## src/rtl/debouncer_boton_switches.sv

```systemverilog
// rtl/debouncer_boton_switches.sv - push-button and slide-switch synchronizer/debouncer
//
// Purpose:
//   Conditions the raw board push-button and slide switches before they reach
//   the memory-mapped switches/button register. Every raw input bit passes
//   through a SYNC_STAGES-deep synchronizer chain. The last stage then feeds
//   one of two paths:
//     - a four-state button FSM that produces a debounced level and a
//       registered one-cycle pulse per accepted press;
//     - a whole-vector switch filter that copies the switch vector to its
//       output once the vector has been stable long enough.
//
// Optional feature macro: AUTOREPEAT_EN
//   When defined, holding the button pressed produces extra pulses.
//   The first extra pulse comes REPEAT_DELAY cycles after the commit.
//   Later pulses follow every REPEAT_PERIOD cycles.
//   When undefined, each press gives exactly one pulse and no repeat counter
//   is built.
//
// Parameters:
//   DEBOUNCE_CYCLES  consecutive stable samples needed to accept a level (>= 2)
//   SYNC_STAGES      flops per synchronizer chain (>= 2)
//   SW_WIDTH         number of slide switches
//   REPEAT_DELAY     cycles held before the first auto-repeat pulse
//   REPEAT_PERIOD    cycles between later auto-repeat pulses
//
// Ports:
//   clk_i            system clock
//   reset_i          asynchronous, active-high reset
//   boton_i          raw, bouncing push-button (1 = pressed)
//   switches_raw_i   raw slide switches
//   pulso_boton_o    one-cycle pulse per accepted press
//   boton_estable_o  debounced button level
//   switches_o       debounced switch vector

module debouncer_boton_switches #(
   parameter int DEBOUNCE_CYCLES = 1000000,
   parameter int SYNC_STAGES     = 2,
   parameter int SW_WIDTH        = 16,
   parameter int REPEAT_DELAY    = 50000000,
   parameter int REPEAT_PERIOD   = 10000000
) (
   input  logic                clk_i,
   input  logic                reset_i,
   input  logic                boton_i,
   input  logic [SW_WIDTH-1:0] switches_raw_i,
   output logic                pulso_boton_o,
   output logic                boton_estable_o,
   output logic [SW_WIDTH-1:0] switches_o
);

   // Both counters only ever hold 0..DEBOUNCE_CYCLES-1.
   // The commit fires on the edge that would take the count to
   // DEBOUNCE_CYCLES, so that value is never stored.
   localparam int               CNT_W    = $clog2(DEBOUNCE_CYCLES);
   localparam logic [CNT_W-1:0] CNT_ONE  = CNT_W'(1);
   localparam logic [CNT_W-1:0] CNT_LAST = CNT_W'(DEBOUNCE_CYCLES - 1);

   // ------------------------------------------------------------------
   // Synchronizers
   // ------------------------------------------------------------------
   logic [SYNC_STAGES-1:0]               b_sync;
   logic [SYNC_STAGES-1:0][SW_WIDTH-1:0] sw_sync;
   logic                                 b_s;
   logic [SW_WIDTH-1:0]                  sw_s;

   always_ff @(posedge clk_i or posedge reset_i) begin
      if (reset_i) begin
         b_sync  <= '0;
         sw_sync <= '0;
      end else begin
         b_sync  <= {b_sync[SYNC_STAGES-2:0], boton_i};
         sw_sync <= {sw_sync[SYNC_STAGES-2:0], switches_raw_i};
      end
   end

   assign b_s  = b_sync[SYNC_STAGES-1];
   assign sw_s = sw_sync[SYNC_STAGES-1];

   // ------------------------------------------------------------------
   // Button FSM
   // ------------------------------------------------------------------
   typedef enum logic [1:0] {
      IDLE        = 2'd0,
      PRESS_CHK   = 2'd1,
      PRESSED     = 2'd2,
      RELEASE_CHK = 2'd3
   } state_t;

   state_t           state;
   logic [CNT_W-1:0] cnt_b;

`ifdef AUTOREPEAT_EN
   // cnt_r runs 0..REPEAT_DELAY+REPEAT_PERIOD-1.
   // After the first repeat it folds back to REPEAT_DELAY, so every later
   // pass through the top value is exactly REPEAT_PERIOD cycles apart.
   localparam int               REP_W      = $clog2(REPEAT_DELAY + REPEAT_PERIOD);
   localparam logic [REP_W-1:0] REP_ONE    = REP_W'(1);
   localparam logic [REP_W-1:0] REP_FIRST  = REP_W'(REPEAT_DELAY - 1);
   localparam logic [REP_W-1:0] REP_WRAP   = REP_W'(REPEAT_DELAY + REPEAT_PERIOD - 1);
   localparam logic [REP_W-1:0] REP_RELOAD = REP_W'(REPEAT_DELAY);

   logic [REP_W-1:0] cnt_r;
`else
   // The repeat parameters have no effect here. This check keeps them
   // referenced without adding any hardware.
   if ((REPEAT_DELAY < 1) || (REPEAT_PERIOD < 1)) begin : g_repeat_cfg_unused
   end
`endif

   always_ff @(posedge clk_i or posedge reset_i) begin
      if (reset_i) begin
         state           <= IDLE;
         cnt_b           <= '0;
         pulso_boton_o   <= 1'b0;
         boton_estable_o <= 1'b0;
`ifdef AUTOREPEAT_EN
         cnt_r           <= '0;
`endif
      end else begin
         // The pulse is high for one cycle only. Any branch below that
         // wants a pulse sets it again for that single edge.
         pulso_boton_o <= 1'b0;

         case (state)
            IDLE: begin
               boton_estable_o <= 1'b0;
               if (b_s) begin
                  // This edge counts as the first stable-high sample.
                  state <= PRESS_CHK;
                  cnt_b <= CNT_ONE;
               end
            end

            PRESS_CHK: begin
               if (!b_s) begin
                  state <= IDLE;
                  cnt_b <= '0;
               end else if (cnt_b == CNT_LAST) begin
                  // Sample DEBOUNCE_CYCLES: accept the press.
                  state           <= PRESSED;
                  cnt_b           <= '0;
                  pulso_boton_o   <= 1'b1;
                  boton_estable_o <= 1'b1;
`ifdef AUTOREPEAT_EN
                  cnt_r           <= '0;
`endif
               end else begin
                  cnt_b <= cnt_b + CNT_ONE;
               end
            end

            PRESSED: begin
               boton_estable_o <= 1'b1;
               if (!b_s) begin
                  state <= RELEASE_CHK;
                  cnt_b <= CNT_ONE;
               end
`ifdef AUTOREPEAT_EN
               else if (cnt_r == REP_WRAP) begin
                  cnt_r         <= REP_RELOAD;
                  pulso_boton_o <= 1'b1;
               end else begin
                  cnt_r <= cnt_r + REP_ONE;
                  if (cnt_r == REP_FIRST) begin
                     pulso_boton_o <= 1'b1;
                  end
               end
`endif
            end

            RELEASE_CHK: begin
               // While release is being confirmed, the level stays high
               // and cnt_r holds its value.
               if (b_s) begin
                  state <= PRESSED;
                  cnt_b <= '0;
               end else if (cnt_b == CNT_LAST) begin
                  state           <= IDLE;
                  cnt_b           <= '0;
                  boton_estable_o <= 1'b0;
`ifdef AUTOREPEAT_EN
                  cnt_r           <= '0;
`endif
               end else begin
                  cnt_b <= cnt_b + CNT_ONE;
               end
            end

            default: begin
               state <= IDLE;
               cnt_b <= '0;
            end
         endcase
      end
   end

   // ------------------------------------------------------------------
   // Switch filter
   // ------------------------------------------------------------------
   // The whole vector is treated as one value.
   // sw_prev is the synchronized vector from the previous cycle. Any change
   // to the candidate value restarts the count at 1, so only an unbroken
   // run of DEBOUNCE_CYCLES identical samples reaches the output.
   logic [SW_WIDTH-1:0] sw_prev;
   logic [CNT_W-1:0]    cnt_s;

   always_ff @(posedge clk_i or posedge reset_i) begin
      if (reset_i) begin
         sw_prev    <= '0;
         cnt_s      <= '0;
         switches_o <= '0;
      end else begin
         sw_prev <= sw_s;
         if (sw_s == switches_o) begin
            cnt_s <= '0;
         end else if (sw_s != sw_prev) begin
            cnt_s <= CNT_ONE;
         end else if (cnt_s == CNT_LAST) begin
            switches_o <= sw_s;
            cnt_s      <= '0;
         end else begin
            cnt_s <= cnt_s + CNT_ONE;
         end
      end
   end

endmodule
```

## config.mk

```make
export PLATFORM = sky130hd
export DESIGN_NAME = debouncer_boton_switches
export DESIGN_NICKNAME = d
export VERILOG_FILES = /design/src/rtl/debouncer_boton_switches.sv
export SDC_FILE = /design/constraint.sdc
export NUM_CORES = 1
export LEC_CHECK = 0
export ABC_AREA = 1
export CORE_MARGIN = 1.5
export CORE_UTILIZATION = 55
export CTS_CLUSTER_DIAMETER = 120
export DETAILED_ROUTE_END_ITERATION = 12
export PLACE_DENSITY = 0.77
export SETUP_SLACK_MARGIN = 0.3
export SYNTH_ARGS = -nofsm -noshare
export SYNTH_HDL_FRONTEND = slang
export SYNTH_SLANG_ARGS = --single-unit
```

## constraint.sdc

```tcl
create_clock -name clk_i -period 11.9 [get_ports clk_i]
set_input_delay 2.975 -clock clk_i [delete_from_list [all_inputs] [get_ports clk_i]]
set_output_delay 2.975 -clock clk_i [all_outputs]
set_load 0.02 [all_outputs]
```

==> summary.txt, run 1 <==
Status -> finished, final reports clean
Clock buffer depth -> 2
Vias post-DR -> 3719
Simple-gate share of the synthesized area -> 0.279
Cell family with most CP delay -> buffers and inverters
Post-CTS Setup Repair Bufs -> 0
H-tree depth -> 3
Max_cap viols -> 0
Met1 wire length -> 4630 µm
Initial Utilization -> 0.563
# IOs -> 37
Post-Synth XOR/XNOR Area -> 0.0561
RSZ-0062 raised after global routing -> false
Die W -> 99.8 µm
Startpoint types -> flop
Die height -> 99.8 µm
Post-synthesis cell count -> 580
I/O Buffers -> 36
Maximum number of pins on one net before global-route repair -> 68
Peak VDD IR -> 0.0820 mV
CP Buf/Inv Count -> 1
Vias in the first global route -> 3817
Most common cell after layout, fill and taps aside -> nand2_1
DRC Markers -> 0
Layout cells sized above 1 -> 0.0962
Minimum clock period -> 4.41 ns
Syn_area_per_cell -> 8.88 µm²
CTS buffer count -> 9
Core area -> 9150 µm²
Critical path's largest stage delay -> 0.63 ns
#FFs+latches synth -> 110
DP HPWL -> 6730 µm
Cells on worst reg2reg path -> 9
Clock tree sinks -> 110
DRT iter0 DRCs -> 229
Hold Crit Class -> flop to flop
Via-to-Cell Ratio -> 5.06
Post-DRT Antenna Nets -> 0
NumNets Final -> 644
Power Density -> 125 nW/µm²
WL final -> 9590 µm
DP Cell Count -> 719
Initial DRT Pass Iterations -> 4
Slowest cell on crit path -> clkdlybuf4s50_1
Metal2 WL -> 4530 µm
Final total power -> 0.719 mW
Row count -> 35
Hold Crit Depth -> 0
Crit. path cell count -> 1
GP Congestion -> 0.830
Largest family of logic cells by synthesized area -> simple AND/OR/NAND/NOR gates
Drt wl/cell -> 13.0 µm
Setup violations, final -> 0
Worst slew pin tran -> 0.807 ns
Leakage Power -> 2.64 nW
Met3 WL -> 318 µm
TritonCTS clock tree -> built
Final Non-Filler Cells -> 735
CP Cell Sequence -> clkdlybuf4s50_1
Top Layer Used -> met4
Fmax achieved -> 227 MHz
Commonest cells after routing, fill and taps aside -> nand2_1 (165), dfrtp_1 (110), inv_1 (77)
Root Driver -> clkbuf_8
Pins Over Slew Limit -> 0
Required time worst endpoint -> 8.93 ns
Area fraction in compound gates after synthesis -> 0.0348
WP data arrival -> 1.44 ns
Final Cell Area -> 5770 µm²
Critical path class -> flop to primary output
Adder-Cell Fraction of Synth Area -> 0.0146
Overflow after GRT -> 0
Crit-path max FO -> 4
Multiplexer share of the synthesized area -> 0
Hold-fix buffers, CTS -> 0
Slew Limit Headroom -> 0.462
Layout area overhead -> 12.0%
Final hold violations -> 0
ANT cells -> 0
First-pass GRT wire length -> 17000 µm
Cts repair resizes -> 0
YS warnings -> 0
Fin Setup TNS -> 0 ns
Die ar. -> 9950 µm²
Tcrit/Tclk final -> 0.371
Initial antenna violation count -> 0
Clock transition at the registers of the reported paths -> 0.11 ns
Clk_lat worst skew -> 0.38 ns
Post-synthesis cell type count -> 31
Syn_nets -> 605
CP Capture Type -> primary output
Gr usage total -> 0.217
Area after DPL -> 5560 µm²
Seq/Total Area, Yosys -> 0.535
Synthesized area -> 5150 µm²
Skew final -> 0.0151 ns
==> worst paths after layout <==
check | to | slack [ns] | start
min reg2reg | sw_s[0] | 0.36 | sw_sync[0]
min | sw_s[0] | 0.36 | sw_sync[0]
min in group asynchronous | cnt_b[7] | 2.99 | reset_i
max reg2reg | cnt_b[13] | 9.66 | state[0]
max | switches_o[14] | 7.49 | switches_o[14]
max in group asynchronous | sw_s[1] | 7.72 | reset_i
==> Yosys cell counts, drive strengths merged <==
cell type,number,area [µm²]
nand3,21,160
nor2,63,314
o22ai,7,43.8
ha,6,75.1
clkbuf,1,3.75
a21oi,5,25.0
nand2,170,651
o21ai,20,104
nor3,20,105
xnor2,15,131
buf,8,90.1
dfrtp,110,2750
xor2,18,158
clkinv,2,12.5
inv,82,308
nand4,29,196
a31oi,1,6.26
or2,2,12.5
==> stage by stage <==
stage,setup WS [ns],hold WS (ns),utilization
floorplan,6.02,0.331,-
global placement,7.23,0.334,0.608
detailed placement,7.23,0.335,0.608
CTS,7.48,0.361,0.630
global route,7.41,0.371,0.630
finish,7.49,0.360,0.630
==> final cells by class <==
type / instances / area [µm²]
inverters: 84 / 323
flip-flops and latches: 110 / 2750
fillers: 714 / 3390
clock inverters: 7 / 77.6
repair buffers: 37 / 368
multi-input cells: 377 / 1980
well taps: 111 / 139
clock buffers: 9 / 124
==> state kept, by name (all words and copies together), names as in the netlist, named ones only <==
name	flops
b_sync	2
switches_o	16
sw_s	16
sw_sync	16
cnt_s	20
sw_prev	16
pulso_boton_o	1
state	1
cnt_b	20
boton_estable_o	1
==> report_power, final <==
| group | total (mW) | switching, mW | internal, mW |
|---|---|---|---|
| registers | 0.405 | 0.0144 | 0.391 |
| clock network | 0.223 | 0.139 | 0.0838 |
| logic | 0.0914 | 0.0578 | 0.0336 |
==> per-layer routing <==
metal  up-vias  global-route usage
met5         -                   0
met4         0              0.0693
met3         8              0.0401
met2        55               0.346
met1      1760               0.303
li1       1896                   -
==> logic make-up (layout without fill, tap and decap cells) <==
family / after synthesis / in the layout
AO/OA/AOI/OAI: 33 / 33
XOR/XNOR: 33 / 33
adder cells (fa/ha/maj): 6 / 6
buffers and inverters: 93 / 137
flip-flops: 110 / 110
AND/OR/NAND/NOR: 305 / 305
==> worst reg2reg max path: stages, from the launching register on <==
cell     delay (ns)
dfrtp_1        0.43
inv_1          0.09
ha_1           0.22
o21ai_2        0.51
nand2_1        0.10
inv_1          0.11
nand3_2        0.28
inv_2          0.24
nand2_1        0.07
o21ai_1        0.12
Note: power is estimated with default switching activity, not from simulation.
==> run 2: changes to the inputs <==
--- a/config.mk
+++ b/config.mk
@@ -7,10 +7,10 @@
 export LEC_CHECK = 0
 export ABC_AREA = 1
 export CORE_MARGIN = 1.5
-export CORE_UTILIZATION = 55
+export CORE_UTILIZATION = 53
 export CTS_CLUSTER_DIAMETER = 120
 export DETAILED_ROUTE_END_ITERATION = 12
-export PLACE_DENSITY = 0.77
+export PLACE_DENSITY = 0.78
 export SETUP_SLACK_MARGIN = 0.3
 export SYNTH_ARGS = -nofsm -noshare
 export SYNTH_HDL_FRONTEND = slang
==> constraint.sdc (replaced) <==
create_clock -name clk_i -period 3.5 [get_ports clk_i]
set_input_delay 0.875 -clock clk_i [delete_from_list [all_inputs] [get_ports clk_i]]
set_output_delay 0.875 -clock clk_i [all_outputs]
set_load 0.02 [all_outputs]
==> summary.txt, run 2 (synthesis results as in run 1) <==
Maximum number of pins on one net before global-route repair -> 111 (+63%)
Fmax achieved -> 430 MHz
CP Capture Type -> primary output
Startpoint types -> flop
CP Cell Sequence -> clkdlybuf4s50_1
Peak VDD IR -> 0.303 mV (+270%)
Hold Crit Class -> flop to flop
Tcrit/Tclk final -> 0.664
Via-to-Cell Ratio -> 5.07 (+0.18%)
Slowest cell on crit path -> clkdlybuf4s50_1
Die ar. -> 10300 µm² (+3.7%)
Worst R2R Start -> state[0]
ANT cells -> 0 (unchanged)
Worst slew pin tran -> 0.562 ns (-0.245 ns)
Commonest cells after routing, fill and taps aside -> nand2_1 (165), dfrtp_1 (110), inv_1 (77)
Pins Over Slew Limit -> 0 (unchanged)
Root Driver -> clkbuf_8
Top flop regs -> cnt_b (20), cnt_s (20)
Final Cell Area -> 5800 µm² (+0.56%)
DP HPWL -> 6620 µm (-1.7%)
Minimum clock period -> 2.32 ns
Final Core Density -> 0.622 (-0.00834)
Critical path's largest stage delay -> 0.64 ns (about the same)
Skew final -> 0.0133 ns (-0.00186 ns)
Max_cap viols -> 0 (unchanged)
Fin Setup TNS -> 0 ns (unchanged)
DRC Markers -> 0 (unchanged)
Required time worst endpoint -> 2.62 ns (-6.31 ns)
I/O Buffers -> 36 (unchanged)
Status -> finished, final reports clean
Initial Utilization -> 0.552 (-0.0106)
Clk_lat worst skew -> 0.38 ns (about the same)
Min-Delay Startpoint -> sw_sync[2]
NumNets Final -> 645 (+0.16%)
GP Congestion -> 0.839 (+1.1%)
Power Density -> 421 nW/µm² (+240%)
Critical Path Start -> switches_o[0]
Hold-fix buffers, CTS -> 0 (unchanged)
Initial antenna violation count -> 0 (unchanged)
Cell family with most CP delay -> buffers and inverters
Leakage Power -> 2.64 nW (about the same)
Overflow after GRT -> 0 (unchanged)
Core area -> 9330 µm² (+1.9%)
Vias in the first global route -> 3839 (+0.58%)
CP Buf/Inv Count -> 1 (unchanged)
TritonCTS clock tree -> built
Clock transition at the registers of the reported paths -> 0.11 ns (about the same)
Crit-path max FO -> 4 (unchanged)
First-pass GRT wire length -> 16800 µm (-1.3%)
RSZ-0062 raised after global routing -> false
Final hold violations -> 0 (unchanged)
Slew Limit Headroom -> 0.625 (+0.163)
Cts repair resizes -> 0 (unchanged)
WP data arrival -> 1.45 ns (about the same)
DP Worst Slack -> 1.36 ns (-5.87 ns)
CTS buffer count -> 9 (unchanged)
Final setup margin -> 1.18 ns (-6.31 ns)
Layout area overhead -> 12.6%
Die height -> 102 µm (+1.8%)
Vias post-DR -> 3822 (+2.8%)
Post-DRT Antenna Nets -> 0 (unchanged)
Drt wl/cell -> 12.8 µm (-1.7%)
Area after DPL -> 5610 µm² (+0.79%)
Gr usage total -> 0.206 (-0.0116)
Die W -> 102 µm (+1.8%)
Layout cells sized above 1 -> 0.0960 (-0.000154)
# IOs -> 37 (unchanged)
WL final -> 9670 µm (+0.84%)
Clock buffer depth -> 2 (unchanged)
Clock tree sinks -> 110 (unchanged)
Critical path class -> flop to primary output
Row count -> 35 (unchanged)
Most common cell after layout, fill and taps aside -> nand2_1
H-tree depth -> 3 (unchanged)
DRT iter0 DRCs -> 136 (-41%)
Initial DRT Pass Iterations -> 4 (unchanged)
Post-CTS Setup Repair Bufs -> 0 (unchanged)
Fill cell count -> 779 (+9.1%)
Setup violations, final -> 0 (unchanged)
run 2: cell types whose count changed in the layout (fill, tap and decap cells not counted):
cell,previous run,this run
clkinv_4,1,2
clkbuf_1,0,1
clkinv_8,2,0
clkinv_2,1,0
buf_12,0,1
clkbuf_8,9,10
inv_4,1,0
clkinvlp_4,0,1
run 2: worst paths after layout:
kind,end,slack [ns],cells after the start
worst max register to register,cnt_b[14],1.31,11
worst max-delay path,switches_o[0],1.18,1
min in group asynchronous,pulso_boton_o,1.01,3
max in group asynchronous,switches_o[7],2.08,3
worst min-delay path,sw_s[2],0.35,0
worst min register to register,sw_s[2],0.35,0
run 2: layout make-up:
type                            count  area (µm²)  share of cell area
Timing Repair Buffer               38         388              0.0669
Inverter                           84         324              0.0559
Sequential cell                   110        2750               0.475
Tap cell                          129         161              0.0278
Multi-Input combinational cell    377        1980               0.342
Clock buffer                       11         141              0.0244
Clock inverter                      5        48.8             0.00842
run 2: through the flow:
step                power (mW)  std cells  hold WS [ns]
floorplan                 1.62        580         0.331
global route              2.56        754         0.364
CTS                       2.46        754         0.357
global placement          1.71        738         0.331
finish                    2.44        754         0.351
detailed placement        1.73        738         0.335
run 2: power breakdown:
part | switching, mW | internal (mW) | total [mW]
clock | 0.442 | 0.295 | 0.737
sequential | 0.0534 | 1.33 | 1.38
combinational | 0.202 | 0.121 | 0.324
run 2: per-layer routing:
metal | vias up | track usage | part of all wire
met5 | - | 0 | 0
met1 | 1824 | 0.269 | 0.45
li1 | 1890 | - | -
met2 | 90 | 0.330 | 0.49
met3 | 18 | 0.0490 | 0.043
met4 | 0 | 0.0865 | 0.020
